$ cat src/rtl/fs_host_sequencer_pkg.sv
// Shared definitions for the feature-selection host sequencer: slave register
// map, CTRL word layout, axis codes, FSM state encoding and the bus request type.
package fs_host_sequencer_pkg;

  localparam int DATA_W = 16;
  localparam int ADDR_W = 3;

  // Slave register addresses
  localparam logic [ADDR_W-1:0] A_RF    = 3'd0;
  localparam logic [ADDR_W-1:0] A_CT    = 3'd1;
  localparam logic [ADDR_W-1:0] A_CTRL  = 3'd2;
  localparam logic [ADDR_W-1:0] A_DOUT  = 3'd3;
  localparam logic [ADDR_W-1:0] A_RFCNT = 3'd4;
  localparam logic [ADDR_W-1:0] A_CTCNT = 3'd5;
  localparam logic [ADDR_W-1:0] A_FCL   = 3'd6;
  localparam logic [ADDR_W-1:0] A_FCH   = 3'd7;

  // CTRL word bit positions
  localparam int CTRL_START_BIT = 15;
  localparam int CTRL_INTEN_BIT = 2;

  // Axis selector codes (CTRL[1:0])
  localparam logic [1:0] AXIS_X = 2'b00;
  localparam logic [1:0] AXIS_Y = 2'b01;
  localparam logic [1:0] AXIS_Z = 2'b10;

  // Sequencer FSM encoding
  localparam logic [3:0] ST_IDLE     = 4'd0;
  localparam logic [3:0] ST_WR_FCL   = 4'd1;
  localparam logic [3:0] ST_WR_FCH   = 4'd2;
  localparam logic [3:0] ST_WR_CTRL  = 4'd3;
  localparam logic [3:0] ST_LD_CENT  = 4'd4;
  localparam logic [3:0] ST_LD_RF    = 4'd5;
  localparam logic [3:0] ST_WAIT_INT = 4'd6;
  localparam logic [3:0] ST_RD_DOUT  = 4'd7;
  localparam logic [3:0] ST_CLR      = 4'd8;

  // One register-bus transaction request; rw=1 is a write
  typedef struct packed {
    logic              rw;
    logic [ADDR_W-1:0] addr;
    logic [DATA_W-1:0] wdata;
  } bus_req_t;

  // Assemble a CTRL register value from its fields
  function automatic logic [DATA_W-1:0] ctrl_word(input logic start,
                                                  input logic int_en,
                                                  input logic [1:0] axis);
    logic [DATA_W-1:0] w;
    w = '0;
    w[CTRL_START_BIT] = start;
    w[CTRL_INTEN_BIT] = int_en;
    w[1:0] = axis;
    return w;
  endfunction

endpackage

$ cat src/rtl/fs_host_sequencer_if.sv
// Register bus between the host sequencer (master) and the classifier (slave):
// 3-bit address, 16-bit data, active-low strobes, combinational read data and
// a level interrupt from the slave.
interface fs_host_sequencer_if;
  import fs_host_sequencer_pkg::*;

  logic [ADDR_W-1:0] addr;
  logic [DATA_W-1:0] wdata;
  logic              nCs;
  logic              nWr;
  logic              nRd;
  logic [DATA_W-1:0] rdata;
  logic              intr;

  modport master (
    output addr, wdata, nCs, nWr, nRd,
    input  rdata, intr
  );

  modport slave (
    input  addr, wdata, nCs, nWr, nRd,
    output rdata, intr
  );

endinterface

$ cat src/rtl/fs_bus_slot.sv
// Single register-bus transaction engine. A request accepted while free opens
// one strobe cycle (write or read); the following cycle deasserts the strobes
// and reports done, and is already free to accept the next request, so
// back-to-back writes take two clocks each. Addr/wdata stay registered through
// the gap. Only the low RD_W bits of read data are kept.
module fs_bus_slot
  import fs_host_sequencer_pkg::*;
#(
  parameter int RD_W = 2
) (
  input  logic              clk,
  input  logic              nReset,
  input  logic              req,
  input  bus_req_t          req_data,
  input  logic [RD_W-1:0]   rdata,
  output logic              free,
  output logic              done,
  output logic [RD_W-1:0]   rd_q,
  output logic [ADDR_W-1:0] addr,
  output logic [DATA_W-1:0] wdata,
  output logic              nCs,
  output logic              nWr,
  output logic              nRd
);

  logic active;
  logic rw_q;

  assign free = !active;

  // Strobe cycle on request, idle gap plus done pulse on the cycle after
  always_ff @(posedge clk or negedge nReset) begin
    if (!nReset) begin
      active <= 1'b0;
      rw_q   <= 1'b1;
      done   <= 1'b0;
      rd_q   <= '0;
      addr   <= '0;
      wdata  <= '0;
      nCs    <= 1'b1;
      nWr    <= 1'b1;
      nRd    <= 1'b1;
    end else begin
      done <= 1'b0;
      if (active) begin
        active <= 1'b0;
        nCs    <= 1'b1;
        nWr    <= 1'b1;
        nRd    <= 1'b1;
        done   <= 1'b1;
        if (!rw_q) begin
          rd_q <= rdata;
        end
      end else if (req) begin
        active <= 1'b1;
        rw_q   <= req_data.rw;
        addr   <= req_data.addr;
        wdata  <= req_data.wdata;
        nCs    <= 1'b0;
        nWr    <= !req_data.rw;
        nRd    <= req_data.rw;
      end
    end
  end

endmodule

$ cat src/rtl/fs_host_sequencer.sv
// Host-side sequencer for the feature-selection classifier. Per batch it
// programs the feature code, then for each axis x/y/z writes CTRL and streams
// centroid words into CT and raw samples into RF, waits for the interrupt,
// reads the group from DOUT and finally clears CTRL. Bus timing lives in
// fs_bus_slot; this module only decides which request to issue.
module fs_host_sequencer
  import fs_host_sequencer_pkg::*;
#(
  parameter int CENT_PER_AXIS    = 10,
  parameter int SAMPLES_PER_AXIS = 256,
  parameter int TIMEOUT          = 65535
) (
  input  logic                 clk,
  input  logic                 nReset,
  input  logic                 go,
  input  logic [29:0]          feature_code,
  input  logic                 in_valid,
  input  logic [DATA_W-1:0]    in_data,
  output logic                 in_ready,
  fs_host_sequencer_if.master  bus,
  output logic                 busy,
  output logic                 group_valid,
  output logic [1:0]           group,
  output logic                 timeout
);

  localparam logic [15:0] CENT_LAST = 16'(CENT_PER_AXIS - 1);
  localparam logic [15:0] SAMP_LAST = 16'(SAMPLES_PER_AXIS - 1);
  localparam logic [15:0] TO_LAST   = 16'(TIMEOUT - 1);

  logic [3:0]  state;
  logic [29:0] code_q;
  logic [1:0]  axis;
  logic [15:0] wcnt;
  logic [15:0] tcnt;
  logic        rd_pend;

  logic        slot_req;
  bus_req_t    slot_rq;
  logic        slot_free;
  logic        slot_done;
  logic [1:0]  slot_rd;
  logic        accept;

  assign accept = in_valid && in_ready;

  // Request selection and stream handshake for the current state
  always_comb begin
    slot_req       = 1'b0;
    slot_rq.rw     = 1'b1;
    slot_rq.addr   = A_RF;
    slot_rq.wdata  = '0;
    in_ready       = 1'b0;
    case (state)
      ST_WR_FCL: begin
        slot_req      = slot_free;
        slot_rq.addr  = A_FCL;
        slot_rq.wdata = code_q[15:0];
      end
      ST_WR_FCH: begin
        slot_req      = slot_free;
        slot_rq.addr  = A_FCH;
        slot_rq.wdata = {2'b00, code_q[29:16]};
      end
      ST_WR_CTRL: begin
        slot_req      = slot_free;
        slot_rq.addr  = A_CTRL;
        slot_rq.wdata = ctrl_word(1'b1, 1'b1, axis);
      end
      ST_LD_CENT: begin
        in_ready      = slot_free;
        slot_req      = slot_free && in_valid;
        slot_rq.addr  = A_CT;
        slot_rq.wdata = in_data;
      end
      ST_LD_RF: begin
        in_ready      = slot_free;
        slot_req      = slot_free && in_valid;
        slot_rq.addr  = A_RF;
        slot_rq.wdata = in_data;
      end
      ST_RD_DOUT: begin
        slot_req      = slot_free && !rd_pend;
        slot_rq.rw    = 1'b0;
        slot_rq.addr  = A_DOUT;
      end
      ST_CLR: begin
        slot_req      = slot_free;
        slot_rq.addr  = A_CTRL;
        slot_rq.wdata = ctrl_word(1'b0, 1'b0, AXIS_X);
      end
      default: ;
    endcase
  end

  // Batch sequencing, word/timeout counting and result reporting
  always_ff @(posedge clk or negedge nReset) begin
    if (!nReset) begin
      state       <= ST_IDLE;
      code_q      <= '0;
      axis        <= AXIS_X;
      wcnt        <= '0;
      tcnt        <= '0;
      rd_pend     <= 1'b0;
      busy        <= 1'b0;
      group_valid <= 1'b0;
      group       <= '0;
      timeout     <= 1'b0;
    end else begin
      group_valid <= 1'b0;
      timeout     <= 1'b0;
      case (state)
        ST_IDLE: begin
          if (go) begin
            code_q <= feature_code;
            axis   <= AXIS_X;
            busy   <= 1'b1;
            state  <= ST_WR_FCL;
          end
        end
        ST_WR_FCL: begin
          if (slot_free) state <= ST_WR_FCH;
        end
        ST_WR_FCH: begin
          if (slot_free) state <= ST_WR_CTRL;
        end
        ST_WR_CTRL: begin
          if (slot_free) begin
            wcnt  <= '0;
            state <= ST_LD_CENT;
          end
        end
        ST_LD_CENT: begin
          if (accept) begin
            if (wcnt == CENT_LAST) begin
              wcnt  <= '0;
              state <= ST_LD_RF;
            end else begin
              wcnt <= wcnt + 16'd1;
            end
          end
        end
        ST_LD_RF: begin
          if (accept) begin
            if (wcnt == SAMP_LAST) begin
              wcnt <= '0;
              if (axis == AXIS_Z) begin
                tcnt  <= '0;
                state <= ST_WAIT_INT;
              end else begin
                axis  <= axis + 2'd1;
                state <= ST_WR_CTRL;
              end
            end else begin
              wcnt <= wcnt + 16'd1;
            end
          end
        end
        ST_WAIT_INT: begin
          // Interrupt takes priority over a coincident terminal count
          if (bus.intr) begin
            rd_pend <= 1'b0;
            state   <= ST_RD_DOUT;
          end else if (tcnt == TO_LAST) begin
            timeout <= 1'b1;
            state   <= ST_CLR;
          end else if (tcnt != 16'hFFFF) begin
            tcnt <= tcnt + 16'd1;
          end
        end
        ST_RD_DOUT: begin
          // Ignore the done of any write still draining; wait for our read
          if (!rd_pend) begin
            if (slot_free) rd_pend <= 1'b1;
          end else if (slot_done) begin
            group       <= slot_rd;
            group_valid <= 1'b1;
            rd_pend     <= 1'b0;
            state       <= ST_CLR;
          end
        end
        ST_CLR: begin
          if (slot_free) begin
            busy  <= 1'b0;
            state <= ST_IDLE;
          end
        end
        default: state <= ST_IDLE;
      endcase
    end
  end

  fs_bus_slot #(.RD_W(2)) u_slot (
    .clk      (clk),
    .nReset   (nReset),
    .req      (slot_req),
    .req_data (slot_rq),
    .rdata    (bus.rdata[1:0]),
    .free     (slot_free),
    .done     (slot_done),
    .rd_q     (slot_rd),
    .addr     (bus.addr),
    .wdata    (bus.wdata),
    .nCs      (bus.nCs),
    .nWr      (bus.nWr),
    .nRd      (bus.nRd)
  );

endmodule

$ cat src/flat_wrapper.sv
// flat-port wrapper written by rule: the top's interface ports become plain ports
module fs_host_sequencer_flat import fs_host_sequencer_pkg::*;
#(
  parameter int CENT_PER_AXIS    = 10,
  parameter int SAMPLES_PER_AXIS = 256,
  parameter int TIMEOUT          = 65535
)
  (clk, nReset, go, feature_code, in_valid, in_data, in_ready, busy, group_valid, group, timeout, bus_addr, bus_wdata, bus_nCs, bus_nWr, bus_nRd, bus_rdata, bus_intr);
  fs_host_sequencer_if bus_i ();
  input  logic clk;
  input  logic nReset;
  input  logic go;
  input  logic [29:0] feature_code;
  input  logic in_valid;
  input  logic [DATA_W-1:0] in_data;
  output logic in_ready;
  output logic busy;
  output logic group_valid;
  output logic [1:0] group;
  output logic timeout;
  output wire logic [$bits(bus_i.addr)-1:0] bus_addr;
  output wire logic [$bits(bus_i.wdata)-1:0] bus_wdata;
  output wire logic [$bits(bus_i.nCs)-1:0] bus_nCs;
  output wire logic [$bits(bus_i.nWr)-1:0] bus_nWr;
  output wire logic [$bits(bus_i.nRd)-1:0] bus_nRd;
  input wire logic [$bits(bus_i.rdata)-1:0] bus_rdata;
  input wire logic [$bits(bus_i.intr)-1:0] bus_intr;
  assign bus_addr = bus_i.addr;
  assign bus_wdata = bus_i.wdata;
  assign bus_nCs = bus_i.nCs;
  assign bus_nWr = bus_i.nWr;
  assign bus_nRd = bus_i.nRd;
  assign bus_i.rdata = bus_rdata;
  assign bus_i.intr = bus_intr;
  fs_host_sequencer #(.CENT_PER_AXIS(CENT_PER_AXIS), .SAMPLES_PER_AXIS(SAMPLES_PER_AXIS), .TIMEOUT(TIMEOUT)) u_core (.clk(clk), .nReset(nReset), .go(go), .feature_code(feature_code), .in_valid(in_valid), .in_data(in_data), .in_ready(in_ready), .bus(bus_i), .busy(busy), .group_valid(group_valid), .group(group), .timeout(timeout));
endmodule
$ cat config.mk
export PLATFORM = sky130hd
export DESIGN_NAME = fs_host_sequencer_flat
export DESIGN_NICKNAME = d
export VERILOG_FILES = /design/src/rtl/fs_host_sequencer_pkg.sv /design/src/rtl/fs_host_sequencer_if.sv /design/src/rtl/fs_bus_slot.sv /design/src/rtl/fs_host_sequencer.sv /design/src/flat_wrapper.sv
export SDC_FILE = /design/constraint.sdc
export NUM_CORES = 1
export LEC_CHECK = 0
export CORE_ASPECT_RATIO = 0.5
export CORE_MARGIN = 3
export CORE_UTILIZATION = 55
export DETAILED_ROUTE_END_ITERATION = 10
export PLACE_DENSITY = 0.85
export SETUP_SLACK_MARGIN = 0.15
export SLEW_MARGIN = 20
export SYNTH_ARGS = -nofsm -noshare
export SYNTH_HDL_FRONTEND = slang
export SYNTH_SLANG_ARGS = --single-unit
$ cat constraint.sdc
create_clock -name clk -period 6 [get_ports clk]
set_clock_uncertainty 0.05 [all_clocks]
set_input_delay 1.5 -clock clk [delete_from_list [all_inputs] [get_ports clk]]
set_output_delay 1.5 -clock clk [all_outputs]
set_load 0.01 [all_outputs]
Yosys cells after proc, flatten, opt, wreduce, memory -nomap -nowiden
Cells that the tools add are included.
Storage, ports and cells
  bits in registers: 101
  input bits: 67
  output and inout port bits: 28
  logic and storage cells: 141
Cells by class
  add/sub/neg operators: 3
  eq/ne operators: 31
  muxes and demuxes: 61
  bitwise operators: 2
  reductions and logical operators: 25
Operator list (number)
  $mux 16: 11
  $pmux 16 s4: 1
  $mux 4: 13
  $pmux 16 s3: 1
  $pmux 4 s9: 1
  $add 16x1->16 const B: 2
  $pmux 16 s2: 1
  $mux 1: 23
  $ne 2x2->1 const B: 10
  $eq 16x16->1 const B: 1
  $eq 16x4->1 const B: 1
  $eq 16x8->1 const B: 1
  $eq 4x3->1 const B: 4
  $ne 16x16->1 const B: 1
  $pmux 3 s5: 1
  $ne 2x1->1 const B: 7
  $reduce_and 12->1: 1
  $reduce_bool 2->1: 5
  $eq 4x2->1 const B: 2
  $mux 2: 4
  $reduce_and 2->1: 4
  $reduce_and 7->1: 1
  $reduce_and 3->1: 2
  $reduce_and 5->1: 1
  17 further kinds: 23

Logic depth before layout (Yosys ltp)
  depth in word-level cells: 6
  gate-level depth with buffers: 8
  gate-level depth less buffers: 7

By module
A second synthesis with hierarchy kept.
Unflattened totals
  cells, all modules: 478
  area total of the unflattened synthesis: 5146.2 um2
By module, submodules not included
  fs_host_sequencer: times used 1, cells an instance 418, area each 4063.9 um2, seq. area each 1851.8 um2
  fs_bus_slot: times used 1, cells an instance 60, area each 1082.3 um2, seq. area each 680.7 um2

Worst setup path before layout
OpenSTA, ideal clock, no wires.
  path type: input -> register
  start point: input port in_valid
  end point: register u_core.u_slot.addr[0]
  setup time: 125 ps
  arrival: 2481 ps
  data required time: 5825 ps
  path slack: 3344 ps
  stages on the path: 4
  buffers on the path: 1
  cells stage by stage: and3b_1 -> o311a_1 -> buf_2 -> mux2_2
Between the ends
  longest elaborated chain between the ends: 3
RTL lines
  from (decl): line flat_wrapper.sv:14  | input logic in_valid;
  $logic_and 1x1->1: line fs_host_sequencer.sv:72, fs_host_sequencer.sv:78
  $pmux 1 s3: line fs_host_sequencer.sv:54  | case (state)
  $reduce_and 2->1 (no source line)
  to (signal assigned): line fs_bus_slot.sv:57  | addr <= req_data.addr;
  to (decl): line fs_bus_slot.sv:19  | output logic [ADDR_W-1:0] addr,
Every way passes these cells.
A chain may end at the register's enable or synchronous reset.

Final worst setup path
  start point: register u_core.state[2]
  end point: output port in_ready
Between the ends
  longest elaborated chain between the ends: 3
  elaborated cells between the ends (all ways): 4
  those cells by class: eq/ne: 2; mux: 1; reduce/logical: 1
RTL lines
  from (decl): line fs_host_sequencer.sv:31  | logic [3:0] state;
  from (signal assigned): line fs_host_sequencer.sv:99  | state <= ST_IDLE;
  from (signal assigned): line fs_host_sequencer.sv:118  | state <= ST_WR_FCL;
  from (signal assigned): line fs_host_sequencer.sv:122  | if (slot_free) state <= ST_WR_FCH;
  $eq 4x3->1: line fs_host_sequencer.sv:54
  $reduce_or 2->1 (no source line) *
  $mux 1 *: line fs_host_sequencer.sv:54
  to (decl): line flat_wrapper.sv:16  | output logic in_ready;
Every way passes the cells marked *; elsewhere a longest branch is shown, timed or not.

==> run_results.csv <==
group,metric,value,unit
sta,fmax,261,MHz
critical_path,slowest_stage,"dfrtp_1",
place,io_buffers,80,
drt,wl_per_cell,17.2,um
clock_tree,clock-root-buffer,"clkbuf_16",
critical_path,worstRegToRegCells,6,
place,place.gp.congestion,0.824,
global_route,grt_overflow,0,
cells_and_area,nNetsFinal,629,
critical_path,r2r_slack,3.08,ns
floorplan,die-height,73.2,um
sta,finalHoldViolCount,0,
critical_path,cp-start-kind,"flip-flop",
synthesis,synth.area.top_cells,"dfrtp_1 (49%), mux2_2 (8.4%), nor2_1 (3.8%)",
clock_tree,cts_made_buffers,9,
critical_path,cp.arrival,2.28,ns
drt,vias,4053,
drt,wirelength,11600,um
synthesis,yosys_warnings,0,
clock_tree,clkTransAtPathRegs,0.07,ns
critical_path,timing.critical_path.to,"in_ready",
global_route,antenna_found_initial,0,
drt,ant_nets,0,
global_route,grt_use_total,23.9,%
floorplan,floorplan.core_area,8370,um2
synthesis,netlist_instances,483,
place,pre_cts_ws,2.05,ns
sta,rsz0062_at_grt,"false",
cells_and_area,layout-drive-gt1-share,14.4,%
power_and_ir_drop,ir_drop,0.222,mV
critical_path,critPathMaxStageDelay,0.73,ns
synthesis,synth.net_count,555,
hold_path,hp-class,"reg2reg",
synthesis,async_flop_share,100,%
critical_path,startpoint,"u_core.state[2]",
cells_and_area,fillers,571,
sta,worst_pin_slew,1.06,ns
floorplan,die_area,10300,um2
synthesis,synth-edff-count,0,
critical_path,crit_chain,"nor2b_1, nand2_1, nor2_1, clkdlybuf4s50_1",
synthesis,yosysUniqueCellTypes,61,
clock_tree,cts_hold_buf,0,
critical_path,worstReg2RegStart,"u_core.state[2]",
power_and_ir_drop,power_density,442,nW/um2
clock_tree,clkLatencyLatePin,0.35,ns
clock_tree,cts_resized,0,
critical_path,cp.required,4.45,ns
synthesis,synth_top_area_share,48.8,%
synthesis,synth_flop_cell,"dfrtp_1",
power_and_ir_drop,leakage,2.60,nW
run,maxCapViolCount,0,
synthesis,synth.largest_area_cell,"dfrtp_1",
hold_path,min_from,"u_core.u_slot.nCs",
sta,layout_setup_ws,2.17,ns
critical_path,rr_endpoint,"u_core.tcnt[6]",
place,dpl.hpwl,8150,um
global_route,grt_max_degree,55,
synthesis,synth_seq_cells,101,
sta,final_max_slew_viol_count,0,
critical_path,crit_fanout,20,
clock_tree,clk_path_buf_depth,2,
sta,slew_headroom,28.7,%
synthesis,syn_area,4970,um2
global_route,grt_pass1_vias,3942,
sta,fin_tns_setup,0,ns
synthesis,syn_avg_cell_area,10.3,um2
run_status,status,"finished clean",
global_route,grt_pass1_wl,19400,um
clock_tree,cts_tree,"yes",
floorplan,initial_core_util,59.4,%
cells_and_area,num_antenna_cells,0,
drt,drtIter0Drc,259,
clock_tree,cts_setup_buffers,0,
cells_and_area,syn2layout_area_growth,23.9,%
clock_tree,cts.sink_count,101,
sta,period_needed,3.83,ns
drt,viasPerCell,6.01,
floorplan,die_w,140,um
clock_tree,htree_num_levels,3,
floorplan,io_pins,95,
floorplan,rows,23,
critical_path,crit_path_end_kind,"primary output",
critical_path,setup.worst_path.class,"reg2out",
synthesis,yosysSeqAreaShare,50.9,%
drt,drc,0,
sta,finalSetupViolations,0,
drt,firstDrtPassIters,5,
sta,post-route-period-util,63.8,%
## registers in the layout, summed over array words and instances (netlist names)
name / flops
u_core.u_slot.wdata: 16
u_core.u_slot.rd_q: 2
u_core.wcnt: 16
u_core.code_q: 30
u_core.u_slot.done: 1
u_core.u_slot.rw_q: 1
u_core.u_slot.nWr: 1
u_core.group_valid: 1
u_core.state: 4
u_core.u_slot.active: 1
u_core.rd_pend: 1
u_core.busy: 1
u_core.u_slot.addr: 3
u_core.timeout: 1
u_core.axis: 2
u_core.u_slot.nCs: 1
u_core.tcnt: 16
u_core.u_slot.nRd: 1
u_core.group: 2
## placed cells by master (no fill, tap or decap), types with 13 or more instances in the layout
| cell type | instances |
|---|---|
| nor2_1 | 50 |
| inv_1 | 17 |
| nand3_1 | 19 |
| nor3_1 | 13 |
| mux2_2 | 37 |
| clkdlybuf4s50_1 | 79 |
| nand2_1 | 35 |
| a22oi_1 | 16 |
| a21oi_1 | 23 |
| o21ai_0 | 18 |
| dfrtp_1 | 97 |
| a31oi_1 | 20 |
## cells by family after synthesis
logic type / Yosys count / share of synthesized area (%)
AND/OR/NAND/NOR: 173 / 17.9
AO/OA/AOI/OAI: 112 / 15.3
flip-flops: 101 / 50.9
buffers and inverters: 40 / 3.50
multiplexers: 40 / 8.98
XOR/XNOR: 12 / 2.11
adder cells (fa/ha/maj): 5 / 1.26
## power by group
part	internal [W]	leakage [nW]	switching (W)	total, W
registers	0.000930	1.26	0.000213	0.00114
clock network	0.000328	0.144	0.000266	0.000595
logic	0.000495	1.20	0.000492	0.000986
## metrics by stage
step	area [um2]	total power, W	utilization, %	hold WS [ns]	cells
final	6160	0.00272	73.6	0.416	674
after detailed placement	5860	0.00213	69.9	0.412	658
after floorplan	4970	0.00173	-	0.303	483
after CTS	6160	0.00274	73.6	0.423	674
after global placement	5860	0.00208	69.9	0.398	658
after global routing	6160	0.00290	73.6	0.444	674
## synth_stat cells, drive strengths merged (3+ instances only)
cell     number
a211o         3
a21oi        24
a22o          3
a22oi        16
a31oi        20
and3          7
and4          3
buf          12
clkbuf       11
dfrtp        97
dfstp         4
ha            5
inv          17
mux2         37
mux2i         3
nand2        35
nand2b        6
nand3        19
nand4         8
nor2         50
nor2b         6
nor3         14
nor4          7
o211ai        4
o21a          4
o21ai        20
o2bb2ai       3
o31ai         3
or4           3
xnor2        10
## critical path, delay by kind of cell (launching register included)
family                 cells  cell delay, ns
and+or+nand+nor            3            0.64
buffers and inverters      1            0.56
DFF                        1            0.73
## how the worst min path moves through the flow
stage                          to  cells after the start  slack (ns)
3_5_place_dp    u_core.u_slot.nCs                      2        0.41
5_1_grt         u_core.u_slot.nCs                      2        0.44
4_1_cts         u_core.u_slot.nCs                      2        0.42
6_report        u_core.u_slot.nCs                      2        0.42
3_3_place_gp    u_core.u_slot.nCs                      2        0.40
2_1_floorplan  u_core.u_slot.done                      0        0.30
## per-layer routing
metal	global-route usage (%)	up-vias	wire length [um]
met5	0	-	0
met3	9.23	19	915
met1	30.3	1984	4890
met2	39.1	144	5610
li1	-	1906	-
met4	6.23	0	187
## layout make-up
| cell class | count | area (um2) | area share, % |
|---|---|---|---|
| Timing Repair Buffer | 86 | 843 | 13.7 |
| Tap cell | 112 | 140 | 2.27 |
| Clock buffer | 9 | 225 | 3.66 |
| Multi-Input combinational cell | 342 | 2280 | 37.0 |
| Inverter | 17 | 63.8 | 1.04 |
| Clock inverter | 7 | 78.8 | 1.28 |
| Sequential cell | 101 | 2530 | 41.1 |
(Power assumes the default switching activity.)
